<file path="src/rtl/tcm_pkg.sv">
// ============================================================================
//  Module   : tcm_pkg
//  Purpose  : Shared encodings, widths and lane-mask helper for the TCM LSU.
//  Revision : 1.0 - initial release
// ============================================================================
`default_nettype none

package tcm_pkg;

    localparam int DW = 32;
    localparam int MW = 4;

    localparam logic [1:0] SZ_B = 2'd0;
    localparam logic [1:0] SZ_H = 2'd1;
    localparam logic [1:0] SZ_W = 2'd2;

    typedef enum logic [0:0] {
        ST_IDLE = 1'b0,
        ST_RESP = 1'b1
    } lsu_state_e;

    // Byte lanes touched by an access of the given size at the given offset.
    function automatic logic [MW-1:0] lane_mask(input logic [1:0] size,
                                                input logic [1:0] off);
        logic [MW-1:0] m;
        case (size)
            SZ_B:    m = 4'b0001 << off;
            SZ_H:    m = 4'b0011 << off;
            default: m = 4'b1111;
        endcase
        return m;
    endfunction

endpackage

`default_nettype wire

</file>
<file path="src/rtl/tcm_rdata_align.sv">
// ============================================================================
//  Module   : tcm_rdata_align
//  Purpose  : Aligns a RAM read word to the addressed lane and extends it.
//  Revision : 1.0 - initial release
// ============================================================================
`default_nettype none

module tcm_rdata_align
    import tcm_pkg::*;
(
    input  logic [DW-1:0] ram_dout,
    input  logic [1:0]    off,
    input  logic [1:0]    size,
    input  logic          is_unsigned,
    output logic [DW-1:0] rdata
);

    logic [DW-1:0] shifted;

    always_comb begin
        shifted = ram_dout >> {off, 3'b000};
        case (size)
            SZ_B:    rdata = {{24{~is_unsigned & shifted[7]}},  shifted[7:0]};
            SZ_H:    rdata = {{16{~is_unsigned & shifted[15]}}, shifted[15:0]};
            default: rdata = shifted;
        endcase
    end

endmodule

`default_nettype wire

</file>
<file path="src/rtl/tcm_lsu_ctrl.sv">
// ============================================================================
//  Module   : tcm_lsu_ctrl
//  Purpose  : Load/store controller driving a single-port byte-masked TCM.
//  Revision : 1.0 - initial release
// ============================================================================
`default_nettype none

module tcm_lsu_ctrl
    import tcm_pkg::*;
#(
    parameter int DP  = 512,
    parameter int RAW = 9,
    parameter int AW  = 32
) (
    input  logic            clk,
    input  logic            rst_n,
    input  logic            req_valid,
    output logic            req_ready,
    input  logic            req_we,
    input  logic [AW-1:0]   req_addr,
    input  logic [1:0]      req_size,
    input  logic            req_unsigned,
    input  logic [DW-1:0]   req_wdata,
    output logic            rsp_valid,
    input  logic            rsp_ready,
    output logic [DW-1:0]   rsp_rdata,
    output logic            rsp_err,
    output logic [RAW-1:0]  ram_addr,
    output logic            ram_we,
    output logic [MW-1:0]   ram_wem,
    output logic [DW-1:0]   ram_din,
    input  logic [DW-1:0]   ram_dout
);

    localparam logic [AW-3:0] DP_WORDS = (AW-2)'(DP);

    lsu_state_e     state_q,     state_d;
    logic [1:0]     off_q,       off_d;
    logic [1:0]     size_q,      size_d;
    logic           uns_q,       uns_d;
    logic           we_q,        we_d;
    logic           err_q,       err_d;
    logic [RAW-1:0] addr_hold_q, addr_hold_d;

    logic           req_fire;
    logic           rsp_fire;
    logic           req_err;
    logic [DW-1:0]  aligned;

    always_comb begin
        rsp_valid = (state_q == ST_RESP);
        req_ready = (state_q == ST_IDLE) | rsp_ready;
        // Gating with rst_n keeps the RAM untouched while reset is asserted.
        req_fire  = req_valid & req_ready & rst_n;
        rsp_fire  = rsp_valid & rsp_ready;

        req_err = (req_size == 2'd3)
                | ((req_size == SZ_H) & req_addr[0])
                | ((req_size == SZ_W) & (req_addr[1:0] != 2'b00))
                | (req_addr[AW-1:2] >= DP_WORDS);

        ram_we   = req_fire & req_we & ~req_err;
        ram_wem  = ram_we ? lane_mask(req_size, req_addr[1:0]) : '0;
        ram_addr = req_fire ? req_addr[RAW+1:2] : addr_hold_q;
        case (req_size)
            SZ_B:    ram_din = {4{req_wdata[7:0]}};
            SZ_H:    ram_din = {2{req_wdata[15:0]}};
            default: ram_din = req_wdata;
        endcase

        state_d     = state_q;
        off_d       = off_q;
        size_d      = size_q;
        uns_d       = uns_q;
        we_d        = we_q;
        err_d       = err_q;
        addr_hold_d = addr_hold_q;

        if (req_fire) begin
            state_d = ST_RESP;
            off_d   = req_addr[1:0];
            size_d  = req_size;
            uns_d   = req_unsigned;
            we_d    = req_we;
            err_d   = req_err;
            // Only good loads move the held address, so ram_dout stays put under backpressure.
            if (!req_we && !req_err) begin
                addr_hold_d = req_addr[RAW+1:2];
            end
        end else if (rsp_fire) begin
            state_d = ST_IDLE;
        end

        rsp_err   = rsp_valid & err_q;
        rsp_rdata = (rsp_valid & ~we_q & ~err_q) ? aligned : '0;
    end

    always_ff @(posedge clk or negedge rst_n) begin
        if (!rst_n) begin
            state_q     <= ST_IDLE;
            off_q       <= '0;
            size_q      <= '0;
            uns_q       <= 1'b0;
            we_q        <= 1'b0;
            err_q       <= 1'b0;
            addr_hold_q <= '0;
        end else begin
            state_q     <= state_d;
            off_q       <= off_d;
            size_q      <= size_d;
            uns_q       <= uns_d;
            we_q        <= we_d;
            err_q       <= err_d;
            addr_hold_q <= addr_hold_d;
        end
    end

    tcm_rdata_align u_align (
        .ram_dout    (ram_dout),
        .off         (off_q),
        .size        (size_q),
        .is_unsigned (uns_q),
        .rdata       (aligned)
    );

endmodule

`default_nettype wire

</file>
<file path="config.mk">
export PLATFORM = sky130hd
export DESIGN_NAME = tcm_lsu_ctrl
export DESIGN_NICKNAME = d
export VERILOG_FILES = /design/src/rtl/tcm_pkg.sv /design/src/rtl/tcm_rdata_align.sv /design/src/rtl/tcm_lsu_ctrl.sv
export SDC_FILE = /design/constraint.sdc
export NUM_CORES = 1
export LEC_CHECK = 0
export ABC_AREA = 1
export CORE_ASPECT_RATIO = 0.75
export CORE_MARGIN = 4
export CORE_UTILIZATION = 35
export CTS_CLUSTER_SIZE = 20
export DETAILED_ROUTE_END_ITERATION = 10
export HOLD_SLACK_MARGIN = 0.05
export PLACE_DENSITY = 0.82
export SYNTH_ARGS = -nofsm -noshare
export SYNTH_HDL_FRONTEND = slang
export SYNTH_HIERARCHICAL = 1
export SYNTH_SLANG_ARGS = --single-unit
</file>
<file path="constraint.sdc">
create_clock -name clk -period 1.82 [get_ports clk]
set_clock_uncertainty 0.1 [all_clocks]
set_input_delay 0.364 -clock clk [delete_from_list [all_inputs] [get_ports clk]]
set_output_delay 0.364 -clock clk [all_outputs]
set_load 0.05 [all_outputs]
</file>
==> results of run 1 <==
-- synthesized netlist by cell type, drive strengths merged --
master	n	share of area, %
a21oi	16	3.2
a22oi	2	0.59
a31oi	1	0.25
and2	1	0.25
buf	26	7.9
clkbuf	8	1.2
clkinv	1	0.15
dfrtp	17	17
inv	65	9.7
nand2	187	28
nand3	54	15
nand3b	1	0.30
nor2	64	11
nor3	1	0.20
o211ai	7	2.1
o21ai	18	3.6
or2	1	0.25
-- timing repair --
action                                  CTS
cloned                                    5
resized for setup                       244
buffers inserted                         43
hold buffers                              0
endpoints found under the setup margin   72
pin swaps                                92
hold endpoints to repair                  0
-- metrics by stage --
stage | std cells | instance area, sq um | util (%) | TNS (ps)
floorplan | 470 | 2960 | - | -4650
global placement | 780 | 5889 | 85.40 | -25810
CTS | 823 | 6664 | 96.63 | -9972
detailed placement | 780 | 5889 | 85.40 | -29810
-- cells by family after synthesis --
group	count (synthesis)
simple gates	309
compound gates	44
buf+inv	100
flops	17
==> run summary, run 1 <==
run status: stopped before the end
Exit stage: global routing
Log Error: [ERROR DPL-0038] Utilization greater than 100%, impossible to legalize
Post-Synth XOR/XNOR Area: 0%
Die Wd: 106.1 microns
largest net degree at the start of global routing: 24
detailed placer's ending HPWL: 9.765 mm
Compound-Gate Fraction of Synth Area: 9.663%
number of placement rows: 26
register bit total from synthesis: 17
Post-Synthesis Cells: 470
pre-CTS setup slack: -643.1 ps
Syn Area/Cell: 5.372 sq um
Max Root-Sink Buffers: 2
worst_ep kind: primary output
gpl congestion: 0.9974
CTS Buf Count: 3
Synthesis Warnings: 6
Sink Count: 17
# IOs: 185
post-synthesis sequential area ratio: 16.85%
Port Buffers: 184
CTS H-tree depth: 1
multiplexer share of the synthesized area: 0%
mapped cell area: 2525 sq um
worst_ep grt: rsp_rdata[27]
Post-Synth Simple-Gate Area: 54.56%
largest family of logic cells by synthesized area: simple AND/OR/NAND/NOR gates
post-synthesis adder-cell area fraction: 0%
clock root cell: clkbuf_8
Die H: 81.56 microns
Initial Util: 36.61%
Synth cell types: 28
Mapped Nets: 574
==> run 2: changes to the inputs <==
CORE_ASPECT_RATIO = default   (was 0.75)
CORE_UTILIZATION = 20   (was 35)
CTS_CLUSTER_SIZE = default   (was 20)
HOLD_SLACK_MARGIN = default   (was 0.05)
PLACE_DENSITY = default   (was 0.82)
PLACE_DENSITY_LB_ADDON = 0.15   (was default)
==> run 2 against run 1 <==
Against the previous run:
- synthesized cell count stayed put
- the flow now finishes, with violations (setup timing)
- synthesized area unchanged
==> run summary, run 2 <==
Critical Path Source Type: register
max FFs per register: 9
max frequency: 0.4515 GHz
leading area contributor after synthesis: nand2_1
endpoints failing setup: 45
worst slew pin tran: 334.4 ps
count leader, synth: nand2_1
Cell Pwr Density: 510.1 nW/um^2
Worst Path Buf+Inv: 4
critical-path cell list: nor2_2 > inv_2 > nor2_4 > nand3_4 > buf_12 > nand3_2 > inv_2 > nor2_4 > buf_12
crit path max-delay cell type: dfrtp_1
Crit path max-delay family: simple AND/OR/NAND/NOR gates
Max Root-Sink Buffers: 2 (unchanged)
HP Class: in -> async
Max Slew Vio Count: 0
Top Registers: addr_hold_q: 9 flops, off_q: 2 flops, size_q: 2 flops
vias in the first global route: 4099
Mapped Nets: 574 (unchanged)
Post-Place Cells: 853 (+9.4%)
Initial Util: 20.76% (-16 points)
first-pass GRT wire length: 18.94 mm
most area-consuming cells after synthesis: nand2_1 28%, dfrtp_1 17%, inv_1 9.4%, nor2_1 8.5%, nand3_2 7.1%
FFs w/ async S/R, synth: 100.0% (unchanged)
failing checks: setup timing
Post-Synthesis Cells: 470 (unchanged)
drt wl/cell: 13.25 microns
Hold-fix buffers, CTS: 0 (unchanged)
Post-synth EDFFs: 0 (unchanged)
initial antenna violation count: 1
# IOs: 185 (unchanged)
Synth Flop Type: dfrtp_1
Port Buffers: 184 (unchanged)
hold slack: 230.5 ps
setup ws final: -394.9 ps
Die Area: 14490 sq um
total track usage: 15.79%
DR iter-0 viols: 150
mapped cell area: 2525 sq um (unchanged)
Rel. slew slack: 77.60%
Antenna Violating Nets Remaining: 0
Nets: 830
top cell type's share of synthesized area: 27.50% (unchanged)
Core ar.: 12160 sq um
FILL cells: 1111
register bit total from synthesis: 17 (unchanged)
Pre-Repair DR Iteration Count: 4
Synth cell types: 28 (unchanged)
GRT overflow: 0
share of layout cells above drive strength 1: 52.55%
worst vdd ir: 296.7 uV
WS Path Type: reg -> out
CTS tree: yes
area grow syn2layout: 172.0%
run status: complete, but fails checks
Worst Path Arrival: 1750 ps
DRC: 0
largest register by flop count: addr_hold_q
clock root cell: clkbuf_16
CTS H-tree depth: 1 (unchanged)
most common cell after layout, fill and taps aside: nand2_1
Vias: 3877
Syn Area/Cell: 5.372 sq um (unchanged)
Die H: 120.4 microns (+48%)
most frequent cells in the layout: 143 x nand2_1, 84 x buf_12, 74 x buf_4, 69 x clkdlybuf4s50_1, 43 x nor2_4
post-synthesis sequential area ratio: 16.85% (unchanged)
synth cell count leaders: 185 x nand2_1, 63 x inv_1, 57 x nor2_1
min Tclk post-route: 2215 ps
RSZ-0062 raised after global routing: true
slowest stage delay, CP: 390 ps
vias per inst: 4.342
crit end category: output port
Power Total: 3.503 mW
largest net degree at the start of global routing: 25
gpl congestion: 0.8981 (-10%)
Synthesis Warnings: 6 (unchanged)
crit share post-route: 121.7%
P_leak: 3.284 nW
hold violation count in the final report: 0
detailed placer's ending HPWL: 9.235 mm (-5.4%)
ANT cells: 0
Clock Pin Slew Worst Setup and Hold Paths: 50 ps
CP max FO: 8
required time of the worst setup path: 1360 ps
reported max-cap violation count: 0
Die Wd: 120.4 microns (+13%)
number of placement rows: 40 (+54%)
Worst-Skew Late Latency: 240 ps
CTS Buf Count: 3 (unchanged)
Total Wirelength: 11.83 mm
Cell Count, Final, Fillers Out: 893
Sink Count: 17 (unchanged)
[run 2: cell counts after synthesis]
Identical to the previous run, type by type.
[run 2: report_power, final]
group / switching (mW) / internal, mW
sequential: 0.0361 / 0.408
combinational: 1.39 / 1.24
clock: 0.142 / 0.294
total: 1.57 / 1.94
[run 2: cell type report]
cell class / count / area (sq um) / share of cell area (%)
Timing Repair Buffer: 284 / 3511 / 51.12
Multi-Input combinational cell: 354 / 2361 / 34.38
Sequential cell: 17 / 429.2 / 6.249
Inverter: 66 / 276.5 / 4.026
Tap cell: 168 / 210.2 / 3.061
Clock buffer: 3 / 75.07 / 1.093
Clock inverter: 1 / 5.005 / 0.07287
[run 2: metal layers]
| layer | vias up | wire length, microns | share of wire (%) | GRT usage (%) |
|---|---|---|---|---|
| met5 | - | 13 | 0.11 | 0 |
| met4 | 2 | 232 | 2.0 | 4.249 |
| met3 | 19 | 1079 | 9.1 | 4.490 |
| met2 | 156 | 6123 | 52 | 29.83 |
| met1 | 1750 | 4379 | 37 | 17.10 |
| li1 | 1950 | - | - | - |
[run 2: cell families after synthesis]
| kind of cell | Yosys count | synth area share (%) |
|---|---|---|
| AND/OR/NAND/NOR | 309 | 54.56 |
| buffers and inverters | 100 | 18.93 |
| AO/OA/AOI/OAI | 44 | 9.663 |
| flip-flops | 17 | 16.85 |
[run 2: worst reg2reg max path, cell delays in order (launching register included)]
cell,delay (ps)
dfrtp_2,450
nand2_8,80
nand3_4,100
buf_12,180
nor2_2,230
buf_4,230
nand3_1,100
nand2_1,70
[run 2: final timing paths]
check / from / end / slack (ps) / cells after the start
worst max-delay path: size_q[0] / rsp_rdata[26] / -390 / 9
worst max register to register: rsp_valid / addr_hold_q[4] / 220 / 7
min in group clk: addr_hold_q[3] / addr_hold_q[3] / 380 / 2
worst min-delay path: rst_n / addr_hold_q[1] / 230 / 2
worst min register to register: addr_hold_q[3] / addr_hold_q[3] / 380 / 2
max in group asynchronous: rst_n / rsp_valid / 1180 / 2
[run 2: repair_timing]
item,in CTS,in global routing
endpoints found under the hold margin,0,0
setup endpoints to repair,70,61
gates resized for setup,200,63
setup buffers,27,9
gates cloned,4,1
pin swaps,55,32
[run 2: stage by stage]
stage / TNS [ps] / area [sq um] / util, % / setup WS [ps]
floorplan: -4650 / 2960 / - / -139.2
CTS: -12850 / 6696 / 55.06 / -421.4
global placement: -29770 / 6050 / 49.74 / -516.1
global route: -15900 / 6868 / 56.47 / -477.9
finish: -12270 / 6868 / 56.47 / -394.9
detailed placement: -31750 / 6050 / 49.74 / -568.0
(Power assumes the default switching activity.)
